[src/rtl/reg_wr_mux_if.sv]
// Request / result bundle between the decoder side and the register-bank write port.
interface reg_wr_mux_if #(
  parameter int PA_SRC_N = 4,
  parameter int PA_SEL   = 3,
  parameter int PA_DATA  = 32,
  parameter int PA_IMME  = 16,
  parameter int PA_ADDR  = 5
);
  logic                         in_valid;
  logic                         in_ready;
  logic [PA_SEL-1:0]            ip_sel;
  logic [2:0]                   imm_mode;
  logic [PA_ADDR-1:0]           dst_addr;
  logic [PA_SRC_N*PA_DATA-1:0]  src_bus;
  logic [PA_IMME-1:0]           id_imme;
  logic [PA_DATA-1:0]           cur_val;
  logic                         out_valid;
  logic                         out_ready;
  logic [PA_ADDR-1:0]           out_addr;
  logic [PA_DATA-1:0]           out_data;
  logic                         pend;
  logic                         err;

  modport master (
    output in_valid, ip_sel, imm_mode, dst_addr, src_bus, id_imme, cur_val, out_ready,
    input  in_ready, out_valid, out_addr, out_data, pend, err
  );

  modport slave (
    input  in_valid, ip_sel, imm_mode, dst_addr, src_bus, id_imme, cur_val, out_ready,
    output in_ready, out_valid, out_addr, out_data, pend, err
  );
endinterface

[src/rtl/reg_wr_mux.sv]
// Write-data source mux for the register bank: picks a bus or builds an immediate,
// tags it with the destination address and queues it in a 2-entry FIFO.
//
// state | meaning
// IDLE  | no low half held for a two-beat immediate
// HOLD  | low half captured by an assemble-low beat, waiting for assemble-high
module reg_wr_mux #(
  parameter int PA_SRC_N = 4,
  parameter int PA_SEL   = 3,
  parameter int PA_DATA  = 32,
  parameter int PA_IMME  = 16,
  parameter int PA_ADDR  = 5
) (
  input logic       clk,
  input logic       rst,
  reg_wr_mux_if.slave bus
);
  localparam int H = PA_IMME;
  localparam logic [PA_SEL-1:0] SEL_IMM = PA_SEL'(PA_SRC_N + 1);

  typedef enum logic {ST_IDLE, ST_HOLD} state_t;

  state_t                     state;
  logic                       pend_q;
  logic                       err_q;
  logic [PA_IMME-1:0]         hold_q;
  logic [PA_ADDR+PA_DATA-1:0] mem [2];
  logic                       rd_ptr;
  logic                       wr_ptr;
  logic [1:0]                 count;

  logic                       accept;
  logic                       pop;
  logic                       push_c;
  logic                       push_fire;
  logic                       err_c;
  logic                       load_hold_c;
  logic                       assemble_c;
  logic [PA_DATA-1:0]         data_c;

  // Full FIFO refuses a push even when the head drains in the same cycle.
  assign bus.in_ready = (count != 2'd2);
  assign accept       = bus.in_valid & bus.in_ready;
  assign pop          = (count != 2'd0) & bus.out_ready;
  assign push_fire    = accept & push_c;

  assign bus.out_valid                = (count != 2'd0);
  assign {bus.out_addr, bus.out_data} = mem[rd_ptr];
  assign bus.pend                     = pend_q;
  assign bus.err                      = err_q;

  // Source select and immediate construction for the word offered this cycle.
  always_comb begin
    push_c      = 1'b1;
    err_c       = 1'b0;
    load_hold_c = 1'b0;
    assemble_c  = 1'b0;
    data_c      = '0;
    if (bus.ip_sel == SEL_IMM) begin
      case (bus.imm_mode)
        3'b000: data_c = {{H{1'b0}}, bus.id_imme};
        3'b001: data_c = {{H{bus.id_imme[H-1]}}, bus.id_imme};
        3'b010: data_c = {bus.id_imme, {H{1'b0}}};
        3'b011: data_c = {bus.id_imme, bus.cur_val[H-1:0]};
        3'b100: data_c = {bus.cur_val[PA_DATA-1:H], bus.id_imme};
        3'b101: begin
          push_c      = 1'b0;
          load_hold_c = 1'b1;
        end
        3'b110: begin
          assemble_c = 1'b1;
          if (state == ST_HOLD) begin
            data_c = {bus.id_imme, hold_q};
          end else begin
            data_c = {bus.id_imme, {H{1'b0}}};
            err_c  = 1'b1;
          end
        end
        default: err_c = 1'b1;
      endcase
    end else if (bus.ip_sel != '0) begin
      // Unmapped selects fall through with zero data and an error flag.
      err_c = 1'b1;
      for (int k = 0; k < PA_SRC_N; k++) begin
        if (bus.ip_sel == PA_SEL'(k + 1)) begin
          data_c = bus.src_bus[k*PA_DATA +: PA_DATA];
          err_c  = 1'b0;
        end
      end
    end
  end

  // Two-beat immediate tracker; other traffic passes without leaving HOLD.
  always_ff @(posedge clk or posedge rst) begin
    if (rst) begin
      state  <= ST_IDLE;
      pend_q <= 1'b0;
      hold_q <= '0;
    end else if (accept && load_hold_c) begin
      state  <= ST_HOLD;
      pend_q <= 1'b1;
      hold_q <= bus.id_imme;
    end else if (accept && assemble_c) begin
      state  <= ST_IDLE;
      pend_q <= 1'b0;
    end
  end

  // Error flag is a single-cycle pulse after the offending accept.
  always_ff @(posedge clk or posedge rst) begin
    if (rst) begin
      err_q <= 1'b0;
    end else begin
      err_q <= accept & err_c;
    end
  end

  // Two-entry FIFO; the head slot is never written while it is occupied.
  always_ff @(posedge clk or posedge rst) begin
    if (rst) begin
      for (int i = 0; i < 2; i++) begin
        mem[i] <= '0;
      end
      rd_ptr <= 1'b0;
      wr_ptr <= 1'b0;
      count  <= 2'd0;
    end else begin
      if (pop) begin
        rd_ptr <= ~rd_ptr;
      end
      if (push_fire) begin
        mem[wr_ptr] <= {bus.dst_addr, data_c};
        wr_ptr      <= ~wr_ptr;
      end
      count <= count + {1'b0, push_fire} - {1'b0, pop};
    end
  end
endmodule

[src/flat_wrapper.sv]
// flat-port wrapper written by rule: the top's interface ports become plain ports
module reg_wr_mux_flat 
#(
  parameter int PA_SRC_N = 4,
  parameter int PA_SEL   = 3,
  parameter int PA_DATA  = 32,
  parameter int PA_IMME  = 16,
  parameter int PA_ADDR  = 5
)
  (clk, rst, bus_in_valid, bus_ip_sel, bus_imm_mode, bus_dst_addr, bus_src_bus, bus_id_imme, bus_cur_val, bus_out_ready, bus_in_ready, bus_out_valid, bus_out_addr, bus_out_data, bus_pend, bus_err);
  reg_wr_mux_if #(.PA_SRC_N(PA_SRC_N), .PA_SEL(PA_SEL), .PA_DATA(PA_DATA), .PA_IMME(PA_IMME), .PA_ADDR(PA_ADDR)) bus_i ();
  input logic clk;
  input logic rst;
  input wire logic [$bits(bus_i.in_valid)-1:0] bus_in_valid;
  input wire logic [$bits(bus_i.ip_sel)-1:0] bus_ip_sel;
  input wire logic [$bits(bus_i.imm_mode)-1:0] bus_imm_mode;
  input wire logic [$bits(bus_i.dst_addr)-1:0] bus_dst_addr;
  input wire logic [$bits(bus_i.src_bus)-1:0] bus_src_bus;
  input wire logic [$bits(bus_i.id_imme)-1:0] bus_id_imme;
  input wire logic [$bits(bus_i.cur_val)-1:0] bus_cur_val;
  input wire logic [$bits(bus_i.out_ready)-1:0] bus_out_ready;
  output wire logic [$bits(bus_i.in_ready)-1:0] bus_in_ready;
  output wire logic [$bits(bus_i.out_valid)-1:0] bus_out_valid;
  output wire logic [$bits(bus_i.out_addr)-1:0] bus_out_addr;
  output wire logic [$bits(bus_i.out_data)-1:0] bus_out_data;
  output wire logic [$bits(bus_i.pend)-1:0] bus_pend;
  output wire logic [$bits(bus_i.err)-1:0] bus_err;
  assign bus_i.in_valid = bus_in_valid;
  assign bus_i.ip_sel = bus_ip_sel;
  assign bus_i.imm_mode = bus_imm_mode;
  assign bus_i.dst_addr = bus_dst_addr;
  assign bus_i.src_bus = bus_src_bus;
  assign bus_i.id_imme = bus_id_imme;
  assign bus_i.cur_val = bus_cur_val;
  assign bus_i.out_ready = bus_out_ready;
  assign bus_in_ready = bus_i.in_ready;
  assign bus_out_valid = bus_i.out_valid;
  assign bus_out_addr = bus_i.out_addr;
  assign bus_out_data = bus_i.out_data;
  assign bus_pend = bus_i.pend;
  assign bus_err = bus_i.err;
  reg_wr_mux #(.PA_SRC_N(PA_SRC_N), .PA_SEL(PA_SEL), .PA_DATA(PA_DATA), .PA_IMME(PA_IMME), .PA_ADDR(PA_ADDR)) u_core (.clk(clk), .rst(rst), .bus(bus_i));
endmodule
[config.mk]
export PLATFORM = sky130hd
export DESIGN_NAME = reg_wr_mux_flat
export DESIGN_NICKNAME = d
export VERILOG_FILES = /design/src/rtl/reg_wr_mux_if.sv /design/src/rtl/reg_wr_mux.sv /design/src/flat_wrapper.sv
export SDC_FILE = /design/constraint.sdc
export NUM_CORES = 1
export LEC_CHECK = 0
export ABC_AREA = 1
export CORE_MARGIN = 10
export CORE_UTILIZATION = 46
export CTS_BUF_LIST = sky130_fd_sc_hd__clkbuf_16
export DETAILED_ROUTE_END_ITERATION = 8
export HOLD_SLACK_MARGIN = 0.1
export PLACE_DENSITY = 0.82
export SKIP_LAST_GASP = 1
export SLEW_MARGIN = 10
export SYNTH_ARGS = -nofsm -noshare
export SYNTH_HDL_FRONTEND = slang
export SYNTH_SLANG_ARGS = --single-unit
[constraint.sdc]
create_clock -name clk -period 4.2 [get_ports clk]
set_clock_uncertainty 0.15 [all_clocks]
set_input_delay 0.84 -clock clk [delete_from_list [all_inputs] [get_ports clk]]
set_output_delay 0.84 -clock clk [all_outputs]
set_load 0.005 [all_outputs]
==> run_results.csv, run 1 <==
group,metric,value,unit
status,outcome,"complete, no violations",
clock_network,cts_root_buf,"clkbuf_16",
clock_network,postCtsSetupRepairBufs,0,
die,die_x,140,um
detailed_routing,vias_per_cell,5.52,
timing,worstMarginPinSlew,0.718,ns
job,max_cap_viol_count,0,
cells_and_area,area_delta_synth_final,39.0,%
yosys,netlist.top_cell.by_area,"dfrtp_1",
cells_and_area,nets,1407,
yosys,yosysWarnings,0,
place,dpl_cell_area,8880,um^2
timing,fmax,0.324,GHz
timing,slew_viol_final,0,
power,power_frac_seq,35.7,%
cells_and_area,final_common_cell,"nand2_1",
yosys,ys.flop_type,"dfrtp_1",
cells_and_area,fin_util,65.7,%
yosys,syn_area_per_cell,6.37,um^2
yosys,ys_ff_latch,96,
global_route,grt.total_usage,25.0,%
clock_network,cts_resized,0,
power,p_int,2610,uW
clock_network,insertion_delay,0.34,ns
cells_and_area,drive_above_1_share,4.52,%
place,place_congestion,1.03,
clock_network,cts.htree.levels,3,
worst_setup_path,criticalPathCategory,"register to output port",
die,rows,43,
yosys,synth_area_leaders,"dfrtp_1 36%, nand2_1 30%, nand4_1 8.9%",
clock_network,cts_tree,"built",
global_route,grt_max_degree,67,
worst_setup_path,critPathArrivalTime,2.10,ns
global_route,grt_pass1_wl,39.7,mm
worst_setup_path,critical_path.max_fanout,32,
die,die_area,19500,um^2
timing,setup_violations,0,
detailed_routing,dr.pass1.iters,8,
cells_and_area,stdcell_area,9150,um^2
power,ir_worst_vdd,0.253,mV
worst_setup_path,r2r-end,"u_core.state",
detailed_routing,avgRoutedWirePerCell,18.5,um
global_route,antenna_found_initial,1,
detailed_routing,ant_nets,0,
global_route,grt_overflow,0,
global_route,grt_pass1_vias,7204,
clock_network,cts_hold_buf,0,
clock_network,max-clock-path-buffers,2,
die,start_util,47.2,%
detailed_routing,vias,7723,
yosys,syn_nets,1226,
power,p_comb_share,46.7,%
clock_network,cts_made_buffers,9,
die,core_area,13900,um^2
timing,rsz0062_at_grt,"no",
place,hpwl,19.1,mm
power,clockPowerShare,17.6,%
yosys,async_flop_share,100,%
cells_and_area,fillers,1251,
yosys,syn_inst,1033,
worst_setup_path,worstPathRequired,3.21,ns
yosys,synth_area,6580,um^2
power,powerDensity,465,nW/um^2
detailed_routing,drt-initial-drc-count,937,
clock_network,clock-sinks,96,
yosys,synth-edff-count,0,
die,ios,232,
cells_and_area,mostFrequentLayoutCells,"529 x nand2_1, 229 x clkdlybuf4s50_1, 96 x nand3_1, 96 x dfrtp_1, 94 x nand4_1",
power,p_switching,1640,uW
worst_setup_path,r2r_start,"u_core.count[0]",
yosys,synth_cell_type_count,29,
die,die_h,140,um
yosys,ys_seq_area_share,36.5,%
hold_path,hold_path.class,"register to register",
power,p_leak,0.00477,uW
timing,tns,0,ns
timing,min_period_over_period,73.6,%
clock_network,clk_pin_slew,0.07,ns
detailed_routing,drc_errors,0,
worst_setup_path,endpoint_kind,"output port",
power,switching_share,38.6,%
timing,period_minus_slack,3.09,ns
worst_setup_path,endpoint,"bus_out_data[13]",
worst_setup_path,r2r_cells,6,
timing,relSlewSlack,52.1,%
timing,timing_hold_violations_final,0,
hold_path,hold_depth,2,
worst_setup_path,worst-r2r-setup-slack,2.05,ns
detailed_routing,routed_wirelength,25.8,mm
yosys,synth.top_cell.area_share,36.5,%
place,port_buffers,231,
worst_setup_path,startpoint_type,"register",
worst_setup_path,crit_path_start,"u_core.rd_ptr",
-- cells in the mapped netlist, types with 3 or more instances --
cell,instances
nand4_1,94
buf_1,4
nand2_1,529
nand3_1,96
nor2_2,4
inv_2,5
buf_2,45
o21bai_1,30
inv_1,32
dfrtp_1,96
nand2_2,3
clkbuf_1,27
o21ai_0,14
nor2_1,34
-- worst max-delay path, stage by stage (launching register included) --
cell,delay [ns]
dfrtp_1,0.39
inv_1,0.20
buf_4,0.41
nand2_1,0.10
nand2_1,0.11
clkdlybuf4s50_1,0.54
-- worst min-delay path by stage --
stage                       from           endpoint  slack, ns
6_report       u_core.hold_q[11]  u_core.hold_q[11]       0.32
3_3_place_gp    u_core.hold_q[9]   u_core.hold_q[9]       0.30
5_1_grt           u_core.mem[41]     u_core.mem[41]       0.35
2_1_floorplan   u_core.hold_q[0]   u_core.hold_q[0]       0.29
3_5_place_dp    u_core.hold_q[9]   u_core.hold_q[9]       0.31
4_1_cts        u_core.hold_q[11]  u_core.hold_q[11]       0.33
-- cells by family after synthesis --
kind of cell | Yosys count | synth area share (%)
AO/OA/AOI/OAI | 45 | 4.58
XOR/XNOR | 3 | 0.399
adder cells (fa/ha/maj) | 2 | 0.380
buffers and inverters | 117 | 7.68
flip-flops | 96 | 36.5
AND/OR/NAND/NOR | 770 | 50.5
-- stage by stage --
| stage | cells | total power (uW) | hold WS, ns | worst slack (ns) |
|---|---|---|---|---|
| after floorplan | 1033 | 2500 | 0.292 | 0.705 |
| after global placement | 1383 | 3460 | 0.305 | 1.03 |
| after detailed placement | 1383 | 3510 | 0.309 | 0.958 |
| after CTS | 1397 | 4260 | 0.325 | 1.13 |
| after global routing | 1398 | 4540 | 0.347 | 1.05 |
| final | 1398 | 4260 | 0.322 | 1.11 |
-- power groups by stage --
stage | logic (uW) | registers, uW | clock network (uW)
4_1_cts | 2000 | 1510 | 754
5_1_grt | 2190 | 1560 | 792
3_5_place_dp | 1990 | 1520 | 0
6_report | 1990 | 1520 | 749
3_3_place_gp | 1950 | 1510 | 0
2_1_floorplan | 1050 | 1460 | 0
-- area by class of cell --
cell class                 instances  area (um^2)  area share (%)
multi-input combinational        820         3680            40.2
timing repair buffer             248         2430            26.6
antenna                            1         2.50          0.0274
inverter                          39          151            1.65
sequential                        96         2400            26.3
clock buffer                       9          225            2.46
tap                              180          225            2.46
clock inverter                     5         36.3           0.397
-- sequential cells by signal, indices dropped and copies added (netlist names) --
signal,flops
u_core.mem,74
u_core.hold_q,16
u_core.count,2
u_core.bus.err,1
u_core.rd_ptr,1
u_core.state,1
u_core.wr_ptr,1
-- metal layers --
metal	GRT usage, %	up-vias	routed length (um)
met2	39.3	441	12000
li1	-	3714	-
met1	33.0	3517	10600
met3	5.85	51	2510
met5	0	-	0
met4	8.15	0	735
(Power assumes the default switching activity.)
==> run 2: changes to the inputs <==
==> constraint.sdc (replaced) <==
create_clock -name clk -period 3.2 [get_ports clk]
set_clock_uncertainty 0.15 [all_clocks]
set_input_delay 0.64 -clock clk [delete_from_list [all_inputs] [get_ports clk]]
set_output_delay 0.64 -clock clk [all_outputs]
set_load 0.005 [all_outputs]
==> run 2 against run 1 <==
  * Clock power increased by 56%
  * Global-route usage rose by 0.45 points
  * Non-clock buffer count increased by 6
  * Largest power group unchanged
  * Sequential share of layout area is 0.37 points lower
  * Sequential power up 28%
  * Design area is 1.4% higher
  * Worst hold slack improved by 0.0036 ns
  * Register-to-register slack worse by 0.98 ns
  * Die area did not move
  * Largest cell class unchanged
  * Sequential cell count unchanged
==> run_results.csv, run 2 (synthesis results as in run 1) <==
group,metric,value,unit
die,die_x,140,um
power,p_leak,0.00484,uW
clock_network,clock-sinks,96,
cells_and_area,largest_reg_flops,74,
clock_network,cts_resized,0,
detailed_routing,avgRoutedWirePerCell,18.5,um
timing,timing_hold_violations_final,0,
cells_and_area,mostFrequentLayoutCells,"529 x nand2_1, 229 x clkdlybuf4s50_1, 96 x nand3_1, 96 x dfrtp_1, 94 x nand4_1",
clock_network,clk_pin_slew,0.07,ns
worst_setup_path,startpoint_type,"register",
timing,hold_ws,0.325,ns
cells_and_area,area_delta_synth_final,40.9,%
clock_network,cts_made_buffers,9,
clock_network,insertion_delay,0.35,ns
place,place_congestion,1.04,
timing,setup_violations,0,
worst_setup_path,critPathArrivalTime,2.03,ns
power,powerDensity,624,nW/um^2
detailed_routing,drt-initial-drc-count,1159,
cells_and_area,drive_above_1_share,4.98,%
detailed_routing,dr.pass1.iters,5,
global_route,grt_overflow,0,
clock_network,cts_tree,"built",
place,hpwl,19.2,mm
timing,setup_slack,0.382,ns
timing,min_period_over_period,88.1,%
timing,relSlewSlack,55.2,%
status,outcome,"complete, no violations",
detailed_routing,vias_per_cell,5.51,
die,rows,43,
clock_network,cts.htree.levels,3,
timing,period_minus_slack,2.82,ns
place,place_ws,0.325,ns
detailed_routing,vias,7754,
clock_network,postCtsSetupRepairBufs,0,
clock_network,max-clock-path-buffers,2,
cells_and_area,top_register,"u_core.mem",
timing,fmax,0.355,GHz
timing,worstMarginPinSlew,0.672,ns
detailed_routing,ant_nets,0,
die,start_util,47.2,%
cells_and_area,final_common_cell,"nand2_1",
worst_setup_path,endpoint_kind,"output port",
job,max_cap_viol_count,0,
worst_setup_path,critical_path.max_fanout,24,
cells_and_area,biggestRegsByFlops,"u_core.mem (74), u_core.hold_q (16), u_core.count (2)",
global_route,grt_pass1_vias,7112,
die,die_h,140,um
timing,tns,0,ns
cells_and_area,nets,1413,
clock_network,cts_hold_buf,0,
global_route,antenna_found_initial,1,
die,core_area,13900,um^2
hold_path,hold_path.class,"register to register",
die,ios,232,
timing,slew_viol_final,0,
global_route,grt_max_degree,97,
global_route,grt_pass1_wl,40.1,mm
worst_setup_path,criticalPathCategory,"register to output port",
detailed_routing,routed_wirelength,26.0,mm
global_route,grt.total_usage,25.4,%
worst_setup_path,worstPathRequired,2.41,ns
place,port_buffers,231,
die,die_area,19500,um^2
detailed_routing,drc_errors,0,
clock_network,cts_root_buf,"clkbuf_16",
timing,rsz0062_at_grt,"no",
power,ir_worst_vdd,0.327,mV
[run 2: power breakdown]
part           switching [uW]  leakage [uW]  internal, uW
combinational            1430       0.00344          1230
sequential                251       0.00124          1700
clock                     482      0.000157           688
[run 2: metrics by stage]
step,std cells,instance area (um^2),util (%),power [uW]
2_1_floorplan,1033,6590,-,3290
3_3_place_gp,1389,8960,64.3,4580
3_5_place_dp,1389,8960,64.3,4640
4_1_cts,1405,9280,66.6,5820
5_1_grt,1406,9280,66.6,6200
6_report,1406,9280,66.6,5790
[run 2: layout make-up]
cell class                      count  area, um^2
Antenna cell                        1        2.50
Sequential cell                    96        2400
Tap cell                          180         225
Inverter                           39         153
Multi-Input combinational cell    820        3680
Timing Repair Buffer              254        2500
Clock inverter                      7        95.1
Clock buffer                        9         225
Fill cell                        1201        4660
[run 2: worst max-delay path: stages, from the launching register on]
cell	delay, ns
dfrtp_1	0.36
buf_4	0.19
inv_1	0.08
buf_4	0.29
nand2_1	0.08
nand2_1	0.12
clkdlybuf4s50_1	0.54
[run 2: routing by layer]
metal / up-vias / GRT usage, % / wire [um]
met2: 388 / 39.6 / 12100
met1: 3605 / 33.4 / 10600
met3: 38 / 7.08 / 2700
met4: 0 / 7.99 / 556
met5: - / 0 / 0
li1: 3723 / - / -
[run 2: final timing paths]
kind	startpoint	to	slack (ns)	cells after the start
worst max-delay path	u_core.rd_ptr	bus_out_data[12]	0.38	6
worst min-delay path	u_core.hold_q[3]	u_core.hold_q[3]	0.33	2
worst max register to register	u_core.count[1]	u_core.mem[46]	1.07	7
worst min register to register	u_core.hold_q[3]	u_core.hold_q[3]	0.33	2
max in group asynchronous	rst	u_core.hold_q[9]	1.87	3
min in group asynchronous	rst	u_core.mem[33]	0.64	3
==> run 3: changes to the inputs <==
--- a/config.mk
+++ b/config.mk
@@ -11,9 +11,10 @@
 export CTS_BUF_LIST = sky130_fd_sc_hd__clkbuf_16
 export DETAILED_ROUTE_END_ITERATION = 8
 export HOLD_SLACK_MARGIN = 0.1
-export PLACE_DENSITY = 0.82
+export PLACE_DENSITY = 0.8
 export SKIP_LAST_GASP = 1
 export SLEW_MARGIN = 10
 export SYNTH_ARGS = -nofsm -noshare
 export SYNTH_HDL_FRONTEND = slang
 export SYNTH_SLANG_ARGS = --single-unit
+export TNS_END_PERCENT = 30
==> run 3 against run 2 <==
  * Via count down 0.43%
  * Count of clock-buffer cells in the layout unchanged
  * Sequential cell count unchanged
  * First-iteration DRC count down 7.7%
  * Power down 1.9%
  * Combinational power about the same
  * Critical path depth down 1
  * Clock power down 11%
  * Worst hold slack worse by 0.0028 ns
  * Design area down 0.24%
  * Critical endpoint is now bus_out_data[11]
  * Largest cell class unchanged
==> run_results.csv, run 3 (synthesis results as in run 1) <==
group,metric,value,unit
hold_path,hold_path.class,"register to register",
die,die_x,140,um
timing,worstMarginPinSlew,0.639,ns
detailed_routing,dr.pass1.iters,5,
timing,setup_slack,0.514,ns
worst_setup_path,r2r-end,"u_core.mem[40]",
worst_setup_path,critPathMaxStageDelay,0.58,ns
global_route,grt_overflow,0,
power,powerDensity,614,nW/um^2
cells_and_area,biggestRegsByFlops,"u_core.mem (74), u_core.hold_q (16), u_core.count (2)",
worst_setup_path,worst-r2r-setup-slack,1.04,ns
global_route,grt_pass1_wl,39.8,mm
place,place_congestion,0.966,
job,max_cap_viol_count,0,
global_route,grt_pass1_vias,7226,
cells_and_area,regArea,2400,um^2
worst_setup_path,path_buf_inv,3,
worst_setup_path,startpoint_type,"register",
global_route,antenna_found_initial,1,
die,die_area,19500,um^2
die,start_util,47.2,%
global_route,grt.total_usage,25.1,%
detailed_routing,ant_nets,0,
timing,setup_violations,0,
die,rows,43,
place,hpwl,19.5,mm
cells_and_area,multi_input_area,3680,um^2
global_route,grt_max_degree,62,
clock_network,clk_pin_slew,0.07,ns
power,p_leak,0.00482,uW
worst_setup_path,crit_top_cell,"nand2_1",
place,place_ws,0.392,ns
detailed_routing,avgRoutedWirePerCell,18.1,um
clock_network,postCtsSetupRepairBufs,0,
timing,fmax,0.372,GHz
clock_network,cts_made_buffers,9,
place,port_buffers,231,
clock_network,max-clock-path-buffers,2,
clock_network,cts.htree.levels,3,
clock_network,cts_resized,0,
timing,rsz0062_at_grt,"no",
clock_network,cts_hold_buf,0,
die,core_area,13900,um^2
timing,min_period_over_period,83.9,%
status,outcome,"complete, no violations",
timing,slew_viol_final,0,
worst_setup_path,r2r_start,"u_core.count[1]",
worst_setup_path,critPathArrivalTime,1.90,ns
cells_and_area,nets,1414,
worst_setup_path,critical_path.max_fanout,26,
detailed_routing,drc_errors,0,
clock_network,cts_root_buf,"clkbuf_16",
detailed_routing,drt-initial-drc-count,1070,
cells_and_area,fin_cells,1407,
hold_path,hold_depth,2,
detailed_routing,vias,7721,
cells_and_area,drive_above_1_share,5.22,%
cells_and_area,top_register,"u_core.mem",
worst_setup_path,worstPathRequired,2.41,ns
timing,tns,0,ns
hold_path,hold_start,"u_core.hold_q[5]",
clock_network,cts_tree,"built",
timing,period_minus_slack,2.69,ns
worst_setup_path,cp_cell_sequence,"inv_1 -> buf_4 -> nand2_1 -> nand2_1 -> clkdlybuf4s50_1",
clock_network,insertion_delay,0.35,ns
timing,timing_hold_violations_final,0,
timing,relSlewSlack,57.3,%
power,ir_worst_vdd,0.334,mV
die,ios,232,
detailed_routing,routed_wirelength,25.5,mm
clock_network,clock-sinks,96,
hold_path,hold_end,"u_core.hold_q[5]",
worst_setup_path,crit_slowest_cell,"clkdlybuf4s50_1",
cells_and_area,final_common_cell,"nand2_1",
worst_setup_path,criticalPathCategory,"register to output port",
cells_and_area,area_delta_synth_final,40.6,%
detailed_routing,vias_per_cell,5.49,
cells_and_area,mostFrequentLayoutCells,"529 x nand2_1, 229 x clkdlybuf4s50_1, 96 x nand3_1, 96 x dfrtp_1, 94 x nand4_1",
worst_setup_path,endpoint_kind,"output port",
die,die_h,140,um
worst_setup_path,r2r_cells,7,
place,place_inst,1390,
worst_setup_path,critPathTopFamily,"buffers and inverters",
cells_and_area,fillers,1249,
cells_and_area,largest_reg_flops,74,
## run 3: worst max path at each step
stage / from / to / depth (start not counted)
after floorplan: bus_ip_sel[1] / u_core.count[1] / 8
after detailed placement: bus_ip_sel[2] / u_core.mem[2] / 8
after global routing: u_core.rd_ptr / bus_out_data[11] / 5
after global placement: bus_ip_sel[2] / u_core.mem[21] / 9
final: u_core.rd_ptr / bus_out_data[11] / 5
after CTS: u_core.rd_ptr / bus_out_data[11] / 5
## run 3: cell type report
cell class | count | share of cell area [%]
multi-input combinational | 820 | 39.7
antenna | 1 | 0.0270
inverter | 39 | 1.65
sequential | 96 | 26.0
tap | 180 | 2.43
clock inverter | 7 | 0.703
timing repair buffer | 255 | 27.1
clock buffer | 9 | 2.43
## run 3: worst reg2reg max path: stages (launching register included)
cell,delay [ns]
dfrtp_1,0.39
nand2_1,0.09
nand2_1,0.20
nor2_4,0.26
nand2_4,0.19
inv_2,0.50
nand2_1,0.21
nand2_1,0.10
## run 3: through the flow
stage	utilization [%]	power [uW]	hold slack [ns]	area [um^2]
after floorplan	-	3290	0.292	6590
after global placement	64.3	4610	0.304	8960
after detailed placement	64.3	4660	0.309	8960
after CTS	66.4	5700	0.326	9250
after global routing	66.4	6080	0.347	9260
final	66.4	5690	0.323	9260
## run 3: report_power, final
part / total, uW / switching, uW / internal, uW
clock network: 1040 / 501 / 543
registers: 1960 / 261 / 1700
logic: 2680 / 1440 / 1240
total: 5690 / 2200 / 3480
## run 3: metal layers
metal	routed length, um	share of wire (%)	track usage, %	up-vias
met5	0	0	0	-
met4	775	3.0	7.83	0
met3	2370	9.3	6.50	52
met2	11900	47	40.3	412
met1	10400	41	32.1	3532
li1	-	-	-	3725
